[src/rtl/keyscan_pkg.sv]
// Shared types and the frame decoder for the 4x4 keypad scanner.
package keyscan_pkg;

  localparam int N_ROWS = 4;
  localparam int N_COLS = 4;
  localparam int KEY_W  = 4;

  typedef enum logic [1:0] {IDLE, DB_PRESS, HELD, DB_RELEASE} state_e;
  typedef enum logic [1:0] {NONE, SINGLE, MULTI} fclass_e;

  // Returns {more than one bit set, index of the highest set bit}.
  function automatic logic [KEY_W:0] frame_decode(input logic [N_ROWS*N_COLS-1:0] frame);
    logic [4:0]       n;
    logic [KEY_W-1:0] idx;
    n   = '0;
    idx = '0;
    for (int i = 0; i < N_ROWS*N_COLS; i++) begin
      if (frame[i]) begin
        n   = n + 5'd1;
        idx = KEY_W'(i);
      end
    end
    return {(n > 5'd1), idx};
  endfunction

endpackage

[src/rtl/keyscan_fifo.sv]
// Small synchronous event FIFO; head visible the cycle after push, pop takes effect on the edge.
// A push while full is dropped unless a pop happens on the same edge.
module keyscan_fifo #(
  parameter int DEPTH = 4,
  parameter int W     = 4
) (
  input  logic         clk,
  input  logic         rst_n,
  input  logic         push,
  input  logic [W-1:0] push_dat,
  input  logic         pop,
  output logic [W-1:0] head_dat,
  output logic         vld,
  output logic         drop
);
  localparam int AW = $clog2(DEPTH);

  logic [DEPTH-1:0][W-1:0] mem_q, mem_d;
  logic [AW:0]             wr_q, wr_d, rd_q, rd_d;
  logic                    empty, full, pop_ok, push_ok;

  assign empty   = (wr_q == rd_q);
  assign full    = (wr_q[AW] != rd_q[AW]) && (wr_q[AW-1:0] == rd_q[AW-1:0]);
  assign pop_ok  = pop && !empty;
  assign push_ok = push && (!full || pop_ok);
  assign drop    = push && full && !pop_ok;

  assign vld      = !empty;
  assign head_dat = empty ? '0 : mem_q[rd_q[AW-1:0]];

  always_comb begin
    mem_d = mem_q;
    wr_d  = wr_q;
    rd_d  = rd_q;
    if (push_ok) begin
      mem_d[wr_q[AW-1:0]] = push_dat;
      wr_d                = wr_q + (AW+1)'(1);
    end
    if (pop_ok) rd_d = rd_q + (AW+1)'(1);
  end

  always_ff @(posedge clk or negedge rst_n) begin
    if (!rst_n) begin
      mem_q <= '0;
      wr_q  <= '0;
      rd_q  <= '0;
    end else begin
      mem_q <= mem_d;
      wr_q  <= wr_d;
      rd_q  <= rd_d;
    end
  end

endmodule

[src/rtl/keypad_scan_ctrl.sv]
// 4x4 keypad column scanner with whole-frame debounce feeding a Valid/Ready event FIFO.
// Events push on the frame-end edge; a full FIFO drops new events and sets sticky Overflow.
module keypad_scan_ctrl
  import keyscan_pkg::*;
#(
  parameter int SCAN_DIV   = 4,
  parameter int DEBOUNCE   = 3,
  parameter int FIFO_DEPTH = 4
) (
  input  logic              Clk,
  input  logic              Reset_n,
  input  logic [N_ROWS-1:0] Row,
  output logic [N_COLS-1:0] Col,
  output logic [KEY_W-1:0]  Code,
  output logic              Valid,
  input  logic              Ready,
  output logic              Pressed,
  output logic              Overflow,
  input  logic              Clr_ovf
);
  localparam int DIV_W = $clog2(SCAN_DIV);
  localparam int CNT_W = $clog2(DEBOUNCE + 1);
  localparam logic [DIV_W-1:0] DWELL_LAST = DIV_W'(SCAN_DIV - 1);
  localparam logic [CNT_W-1:0] DB_LAST    = CNT_W'(DEBOUNCE - 1);

  logic [DIV_W-1:0]             dwell_q, dwell_d;
  logic [1:0]                   col_idx_q, col_idx_d;
  logic [N_ROWS*N_COLS-1:0]     frame_q, frame_d, frame_cur;
  state_e                       state_q, state_d;
  logic [KEY_W-1:0]             cand_q, cand_d;
  logic [CNT_W-1:0]             cnt_q, cnt_d;
  logic                         ovf_q, ovf_d;
  logic                         sample, frame_end, push, drop;
  logic [KEY_W:0]               decoded;
  logic [KEY_W-1:0]             key;
  fclass_e                      fclass;

  assign sample    = (dwell_q == DWELL_LAST);
  assign frame_end = sample && (col_idx_q == 2'd3);
  assign Col       = N_COLS'(1) << col_idx_q;

  always_comb begin
    dwell_d   = sample ? '0 : dwell_q + DIV_W'(1);
    col_idx_d = sample ? col_idx_q + 2'd1 : col_idx_q;
    frame_cur = frame_q;
    if (sample) begin
      for (int r = 0; r < N_ROWS; r++) frame_cur[{2'(r), col_idx_q}] = Row[r];
    end
    frame_d = frame_end ? '0 : frame_cur;
  end

  // Classification looks at the merged frame so the column-3 sample counts on its own edge.
  assign decoded = frame_decode(frame_cur);
  assign key     = decoded[KEY_W-1:0];
  assign fclass  = (frame_cur == '0) ? NONE : (decoded[KEY_W] ? MULTI : SINGLE);

  always_comb begin
    state_d = state_q;
    cand_d  = cand_q;
    cnt_d   = cnt_q;
    push    = 1'b0;
    if (frame_end) begin
      case (state_q)
        IDLE: begin
          if (fclass == SINGLE) begin
            cand_d = key;
            if (DEBOUNCE == 1) begin
              push    = 1'b1;
              state_d = HELD;
            end else begin
              cnt_d   = CNT_W'(1);
              state_d = DB_PRESS;
            end
          end
        end
        DB_PRESS: begin
          if (fclass != SINGLE) begin
            cnt_d   = '0;
            state_d = IDLE;
          end else if (key != cand_q) begin
            cand_d = key;
            cnt_d  = CNT_W'(1);
          end else if (cnt_q == DB_LAST) begin
            push    = 1'b1;
            cnt_d   = '0;
            state_d = HELD;
          end else begin
            cnt_d = cnt_q + CNT_W'(1);
          end
        end
        HELD: begin
          if (fclass == NONE) begin
            cnt_d   = (DEBOUNCE == 1) ? '0 : CNT_W'(1);
            state_d = (DEBOUNCE == 1) ? IDLE : DB_RELEASE;
          end
        end
        DB_RELEASE: begin
          if (fclass != NONE) begin
            cnt_d   = '0;
            state_d = HELD;
          end else if (cnt_q == DB_LAST) begin
            cnt_d   = '0;
            state_d = IDLE;
          end else begin
            cnt_d = cnt_q + CNT_W'(1);
          end
        end
        default: state_d = IDLE;
      endcase
    end
  end

  assign Pressed = (state_q == HELD) || (state_q == DB_RELEASE);

  // A drop on the same edge as a clear wins, so no overflow is ever lost.
  always_comb begin
    ovf_d = ovf_q;
    if (drop)         ovf_d = 1'b1;
    else if (Clr_ovf) ovf_d = 1'b0;
  end
  assign Overflow = ovf_q;

  always_ff @(posedge Clk or negedge Reset_n) begin
    if (!Reset_n) begin
      dwell_q   <= '0;
      col_idx_q <= '0;
      frame_q   <= '0;
      state_q   <= IDLE;
      cand_q    <= '0;
      cnt_q     <= '0;
      ovf_q     <= 1'b0;
    end else begin
      dwell_q   <= dwell_d;
      col_idx_q <= col_idx_d;
      frame_q   <= frame_d;
      state_q   <= state_d;
      cand_q    <= cand_d;
      cnt_q     <= cnt_d;
      ovf_q     <= ovf_d;
    end
  end

  keyscan_fifo #(
    .DEPTH (FIFO_DEPTH),
    .W     (KEY_W)
  ) u_fifo (
    .clk      (Clk),
    .rst_n    (Reset_n),
    .push     (push),
    .push_dat (cand_d),
    .pop      (Ready),
    .head_dat (Code),
    .vld      (Valid),
    .drop     (drop)
  );

endmodule
[config.mk]
export PLATFORM = sky130hd
export DESIGN_NAME = keypad_scan_ctrl
export DESIGN_NICKNAME = d
export VERILOG_FILES = /design/src/rtl/keyscan_pkg.sv /design/src/rtl/keyscan_fifo.sv /design/src/rtl/keypad_scan_ctrl.sv
export SDC_FILE = /design/constraint.sdc
export NUM_CORES = 1
export LEC_CHECK = 0
export BUFFER_PORTS_ARGS = -buffer_cell sky130_fd_sc_hd__buf_2
export CELL_PAD_IN_SITES_DETAIL_PLACEMENT = 1
export CELL_PAD_IN_SITES_GLOBAL_PLACEMENT = 2
export CORE_MARGIN = 2
export CORE_UTILIZATION = 29
export DETAILED_ROUTE_END_ITERATION = 10
export PLACE_DENSITY = 0.65
export RECOVER_POWER = 100
export SLEW_MARGIN = 20
export SYNTH_ARGS = -nofsm -noshare
export SYNTH_HDL_FRONTEND = slang
export SYNTH_SLANG_ARGS = --single-unit
[constraint.sdc]
create_clock -name Clk -period 9.6 [get_ports Clk]
set_input_delay 0.96 -clock Clk [delete_from_list [all_inputs] [get_ports Clk]]
set_output_delay 0.96 -clock Clk [all_outputs]
set_load 0.05 [all_outputs]
* After elaboration in Yosys (flattened, before gate mapping)
Cells that the tools add are included.
Word-level totals: flip-flop bits (word level) 51, word-level logic and storage cells 166, bits of input ports 8
Cells by class: $add $sub $neg 20, multiplexer cells 80, $lt $le $gt $ge 12, reductions and logical operators 23, equality and inequality tests 17, shift-type cells 1
Operators by type and width (number):
- 2-to-1 mux 4 bit | 21
- bitwise mux 16 bit | 5
- adder 5 x 1 -> 5 bit, second input constant | 15
- 2-to-1 mux 5 bit | 15
- 2-to-1 mux 16 bit | 2
- 2-to-1 mux 2 bit | 15
- zero test 16 bit | 1
- one-hot mux 2 bit (4 select lines) | 2
- 2-to-1 mux 1 bit | 13
- logical AND 1 bit | 11
- equality test 2 bit, second input constant | 5
- < comparator 4 x 5 -> 1 bit, second input constant | 2
- != test 3 bit, second input constant | 3
- binary-select mux 4 bit (select 2 bit) | 1
- demux 1 bit (select 2 bit) | 4
- demux 4 bit (select 2 bit) | 1
- greater-or-equal comparator 4 x 1 -> 1 bit, second input constant | 2
- one-hot mux 4 bit (2 select lines) | 1
- adder 2 x 1 -> 2 bit, second input constant | 3
- adder 3 x 1 -> 3 bit, second input constant | 2
- < comparator 2 x 3 -> 1 bit, second input constant | 2
- AND reduction 6 bit | 1
- greater-than comparator 5 x 1 -> 1 bit, second input constant | 1
- < comparator 2 x 5 -> 1 bit, second input constant | 1
- other kinds (16) | 24

* Depth between registers and ports, before layout
depth in word-level cells 50, depth in mapped cells 55

* Hierarchy
From an unflattened synthesis, not the netlist that was laid out.
Unflattened totals: cell total of the unflattened synthesis 511, area, all modules 4951.0 um2
Modules (own cells, without submodules):
- keypad_scan_ctrl | instances 1, cells each 431, area each 3738.6 um2, seq. area each 725.7 um2
- keyscan_fifo | instances 1, cells each 80, area each 1212.4 um2, seq. area each 550.5 um2

* Worst setup path after synthesis
No wires, ideal clock.
path kind register to register, from register col_idx_q[0], to register u_fifo.mem_q[0] in the netlist's numbering, data arrival time 9.702 ns, library setup time 0.125 ns, path buffers 1, stages on the path, launching flop included 54, period minus slack after synthesis 9.827 ns, path slack -0.227 ns, cells stage by stage dfrtp_1 inv_1 ha_1 buf_2 a21boi_0 nor2_1 inv_1 ha_1 or3_1 and2_4 ha_1 o21ai_1 nand2_1 xnor2_1 o21ai_0 ha_1 a21o_1 o31ai_1 (+18 left out) nand2_1 o21ai_0 a31oi_1 xnor2_1 o21ai_0 ha_1 mux2i_1 o21ai_0 ha_1 nand2_1 nand2_1 ha_1 xnor2_1 o31a_1 nor3_1 o311ai_4 or3_1 mux2_2
Between the ends: longest elaborated chain between the ends 48, elaborated cells between the ends (all ways) 91
RTL lines:
- start, declared | RTL line keypad_scan_ctrl.sv:27 | logic [1:0] col_idx_q, col_idx_d;
- start signal, assigned | RTL line keypad_scan_ctrl.sv:134 | col_idx_q <= col_idx_d;
- < comparator 2 x 5 -> 1 bit (implied by the code) / greater-or-equal comparator 2 x 1 -> 1 bit (equally long branches) | RTL line keypad_scan_ctrl.sv:47 | for (int r = 0; r < N_ROWS; r++) frame_cur[{2'(r), col_idx_q}] = Row[r];
- logical AND 1 bit (implied by the code) | RTL line keypad_scan_ctrl.sv:47
- 2-to-1 mux 1 bit (implied by the code) | RTL line keypad_scan_ctrl.sv:47
- demux 1 bit (select 2 bit) | RTL line keypad_scan_ctrl.sv:47
- bitwise mux 16 bit (4 in a row) | RTL line keypad_scan_ctrl.sv:47
- 2-to-1 mux 16 bit | RTL line keypad_scan_ctrl.sv:46 | if (sample) begin
- 2-to-1 mux 1 bit | RTL line keyscan_pkg.sv:18 | if (frame[i]) begin
- adder 5 x 1 -> 5 bit | RTL line keyscan_pkg.sv:19 | n = n + 5'd1;
- (+28 left out)
- 2-to-1 mux 5 bit | RTL line keyscan_pkg.sv:18
- greater-than comparator 5 x 1 -> 1 bit | RTL line keyscan_pkg.sv:23 | return {(n > 5'd1), idx};
- 2-to-1 mux 2 bit (2 in a row) | RTL line keypad_scan_ctrl.sv:55 | assign fclass = (frame_cur == '0) ? NONE : (decoded[KEY_W] ? MULTI : SINGLE);
- != test 2 x 1 -> 1 bit / equality test 2 x 1 -> 1 bit (equally long branches) | RTL line keypad_scan_ctrl.sv:77, keypad_scan_ctrl.sv:65
- 2-to-1 mux 4 bit, or another cell as far along | RTL line keypad_scan_ctrl.sv:77 | if (fclass != SINGLE) begin
- one-hot mux 4 bit (2 select lines) / 2-to-1 mux 1 bit (equally long branches) | RTL line keypad_scan_ctrl.sv:63 | case (state_q)
- 2-to-1 mux 4 bit / 2-to-1 mux 1 bit (equally long branches) | RTL line keypad_scan_ctrl.sv:62 | if (frame_end) begin
- bitwise mux 16 bit / logical AND 1 bit (equally long branches) | RTL line keyscan_fifo.sv:36, keyscan_fifo.sv:25
- end signal, assigned | RTL line keyscan_fifo.sv:48 | mem_q <= mem_d;
- end, declared | RTL line keyscan_fifo.sv:18 | logic [DEPTH-1:0][W-1:0] mem_q, mem_d;
Parallel ways exist; a longest one is shown, timed or not. A chain may end at the register's enable or synchronous reset.

* Worst setup path in the final report
from input Row[0], to register u_fifo.mem_q[15] in the netlist's numbering
Between the ends: longest elaborated chain between the ends 44, elaborated cells between the ends (all ways) 69
RTL lines:
- start, declared | RTL line keypad_scan_ctrl.sv:12 | input logic [N_ROWS-1:0] Row,
- bitwise mux 16 bit * (4 in a row) | RTL line keypad_scan_ctrl.sv:47
- 2-to-1 mux 16 bit * | RTL line keypad_scan_ctrl.sv:46
- 2-to-1 mux 1 bit | RTL line keyscan_pkg.sv:18
- adder 5 x 1 -> 5 bit | RTL line keyscan_pkg.sv:19
- 2-to-1 mux 5 bit | RTL line keyscan_pkg.sv:18
- adder 5 x 1 -> 5 bit | RTL line keyscan_pkg.sv:19
- 2-to-1 mux 5 bit | RTL line keyscan_pkg.sv:18
- adder 5 x 1 -> 5 bit | RTL line keyscan_pkg.sv:19
- (+24 left out)
- 2-to-1 mux 5 bit | RTL line keyscan_pkg.sv:18
- greater-than comparator 5 x 1 -> 1 bit | RTL line keyscan_pkg.sv:23
- 2-to-1 mux 2 bit (2 in a row) | RTL line keypad_scan_ctrl.sv:55
- != test 2 x 1 -> 1 bit / equality test 2 x 1 -> 1 bit (equally long branches) | RTL line keypad_scan_ctrl.sv:77, keypad_scan_ctrl.sv:65
- 2-to-1 mux 4 bit, or another cell as far along | RTL line keypad_scan_ctrl.sv:77
- one-hot mux 4 bit (2 select lines) / 2-to-1 mux 1 bit (equally long branches) | RTL line keypad_scan_ctrl.sv:63
- 2-to-1 mux 4 bit / 2-to-1 mux 1 bit (equally long branches) | RTL line keypad_scan_ctrl.sv:62
- bitwise mux 16 bit / logical AND 1 bit (equally long branches) | RTL line keyscan_fifo.sv:36, keyscan_fifo.sv:25
Every way passes the cells marked *; elsewhere a longest branch is shown, timed or not.

==> results.json <==
{
  "status": "finished, violations left",
  "violations": "max-capacitance violations, max-slew violations",
  "final_cell_mix": "buf_4 (59), dfrtp_1 (51), nand2_1 (48), nor2_1 (39), xnor2_1 (35)",
  "reg2reg_slack_ns": 0.52,
  "yosysTopAreaCell": "dfrtp_1",
  "start_util_pct": 29.7,
  "power_frac_comb_pct": 8.0,
  "cp.arrival_ns": 9.30,
  "layout.nets": 652,
  "slowest_stage": "or3_1",
  "area_delta_synth_final_pct": 24.9,
  "multi_input_area_um2": 3760,
  "grt_pass1_wl_mm": 23.0,
  "synth_nets": 581,
  "seqPwrFrac_pct": 49.3,
  "grt_max_degree": 52,
  "avgSynthCellArea_um2": 9.00,
  "clockRootBuffer": "clkbuf_16",
  "yosysSeqAreaShare_pct": 25.8,
  "drive_above_1_share_pct": 30.6,
  "port_buffers": 18,
  "hold_buffers": 0,
  "hpwl_mm": 10.9,
  "cp-end-kind": "flip-flop",
  "seq_area_um2": 1280,
  "final_core_utilization_pct": 37.1,
  "dr.pass1.iters": 4,
  "antenna_left": 0,
  "synth.distinct_cells": 82,
  "swShare_pct": 23.9,
  "cts_tree": "done",
  "track_usage_pct": 15.6,
  "ir_drop_v": 0.0000656,
  "yosys-top-cells-area": "dfrtp_1 (26%), xnor2_1 (6.6%), ha_1 (6.1%)",
  "p_sw_w": 0.000116,
  "first_iter_violations": 166,
  "layout_min_cycle_time_ns": 9.12,
  "vias": 4372,
  "clockBufferDepth": 2,
  "fp.coreArea_um2": 16600,
  "synth_edf_count": 0,
  "final_common_cell": "buf_4",
  "netlist_instances": 549,
  "io_pins": 19,
  "hold_viol_final": 0,
  "rows": 47,
  "antenna_found_initial": 0,
  "die_y_um": 134,
  "netlist_area_um2": 4940,
  "min_path_type": "flip-flop to flip-flop",
  "synth_top_area_share_pct": 25.8,
  "drt-total-wl_mm": 14.3,
  "fin_crit_sh_pct": 94.9,
  "cts.reportedPaths.clkPinSlew_ns": 0.08,
  "slew_viol_final": 52,
  "synth_ff_type": "dfrtp_1",
  "clock_power_share_pct": 42.8,
  "remaining_drc_errors": 0,
  "cts.sinks": 51,
  "n_fill_cell": 1949,
  "dieArea_um2": 18100,
  "powerDensity_nw_per_um2": 78.9,
  "grt_pass1_vias": 4487,
  "die_w_um": 134,
  "vias_per_cell": 5.20,
  "cap_viol_max_count": 1,
  "clock-skew-final_ns": 0.0145,
  "p_int_w": 0.000370,
  "worstSetupPathType": "input pin to flip-flop",
  "startpoint_type": "input pin",
  "whs_ns": 0.436,
  "worstPathRequired_ns": 9.78,
  "relSlewSlack_pct": -89.5,
  "numCtsBuffers": 5,
  "p_leak_nw": 2.79,
  "tns_ns": 0,
  "worstMarginPinSlew_ns": 2.84,
  "yosys_warnings": 0,
  "dp_slack_ns": -0.423,
  "overflow": 0,
  "critPathMaxStageDelay_ns": 0.46,
  "ys_ff_latch": 51,
  "crit_fanout": 5,
  "async_reset_ff_share_pct": 100,
  "fmax_mhz": 110,
  "antenna_cells": 0,
  "cts_max_level": 2,
  "insertion_delay_ns": 0.30,
  "numPlacedInstances": 815,
  "layout.cells.non_filler": 841,
  "final.setup.worst_slack_ns": 0.485,
  "setup_violations": 0,
  "gp_congestion": 0.789,
  "routedWlPerCell_um": 16.9
}
==> Yosys cell counts (all sizes together) (7+ instances only) <==
| master | instances |
|---|---|
| a21boi | 7 |
| nor3 | 8 |
| ha | 24 |
| and2 | 13 |
| buf | 11 |
| mux2 | 23 |
| o21ai | 26 |
| o21a | 8 |
| nand2 | 50 |
| clkbuf | 9 |
| dfrtp | 51 |
| nand3 | 16 |
| nor2 | 42 |
| nor2b | 10 |
| inv | 27 |
| and3 | 11 |
| or3 | 7 |
| a21oi | 26 |
| mux2i | 15 |
| xnor2 | 41 |
| nor4 | 9 |
| xor2 | 13 |
==> worst max-delay path: cells and delay by family <==
family / cells / cell delay (ns)
buf+inv: 7 / 0.75
fa+ha+maj: 8 / 2.14
mux: 2 / 0.43
xor+xnor: 6 / 0.88
compound gates: 17 / 2.10
simple gates: 12 / 2.04
==> layout make-up <==
type,count,share of cell area (%)
multi-input combinational,452,60.9
sequential,51,20.7
timing repair buffer,83,9.41
tap,220,4.46
clock buffer,5,2.03
inverter,27,1.76
clock inverter,3,0.750
==> power groups by stage <==
| stage | Clock [W] | Sequential [W] | Combinational, W |
|---|---|---|---|
| global placement | 0 | 0.000243 | 0.0000383 |
| detailed placement | 0 | 0.000244 | 0.0000395 |
| global route | 0.000224 | 0.000242 | 0.0000430 |
| floorplan | 0 | 0.000240 | 0.0000272 |
| CTS | 0.000214 | 0.000239 | 0.0000398 |
| finish | 0.000208 | 0.000240 | 0.0000389 |
==> flip-flops by register name, summed over array words and instances, names as in the netlist <==
register / count
col_idx_q: 2
Overflow: 1
cnt_q: 2
u_fifo.mem_q: 16
frame_q: 16
state_q: 2
dwell_q: 2
u_fifo.rd_q: 3
u_fifo.wr_q: 3
cand_q: 4
==> metrics by stage <==
stage | cell area [um2] | total power, W
after CTS | 5850 | 0.000494
final | 6170 | 0.000487
after floorplan | 4960 | 0.000267
after detailed placement | 5580 | 0.000283
after global routing | 6170 | 0.000509
after global placement | 5580 | 0.000281
==> kinds of logic after synthesis <==
logic type	after synthesis	share of synthesized area (%)
compound gates	127	18.6
xor+xnor	61	13.9
fa+ha+maj	25	6.28
buf+inv	47	4.46
flops	51	25.8
mux	42	10.1
simple gates	196	20.8
==> final timing paths <==
path	cells past startpoint	startpoint	endpoint
setup / recovery	52	Row[0]	u_fifo.mem_q[15]
hold / removal	1	dwell_q[0]	dwell_q[0]
setup reg to reg	53	col_idx_q[0]	u_fifo.mem_q[15]
hold reg to reg	1	dwell_q[0]	dwell_q[0]
max in group asynchronous	2	Reset_n	frame_q[3]
min in group asynchronous	2	Reset_n	u_fifo.wr_q[2]
==> per-layer routing <==
layer	global-route usage (%)	wire length (um)
met5	0	0
met4	2.22	127
met3	1.16	172
met2	26.2	6760
met1	22.4	7190
==> repair_timing <==
| item | 4_1_cts | 5_1_grt |
|---|---|---|
| cloned | 1 | 0 |
| endpoints found under the setup margin | 19 | 28 |
| gates resized for setup | 8 | 60 |
| buffers inserted | 6 | 11 |
| endpoints found under the hold margin | 0 | 0 |
| pin swaps | 3 | 29 |
(Power assumes the default switching activity.)
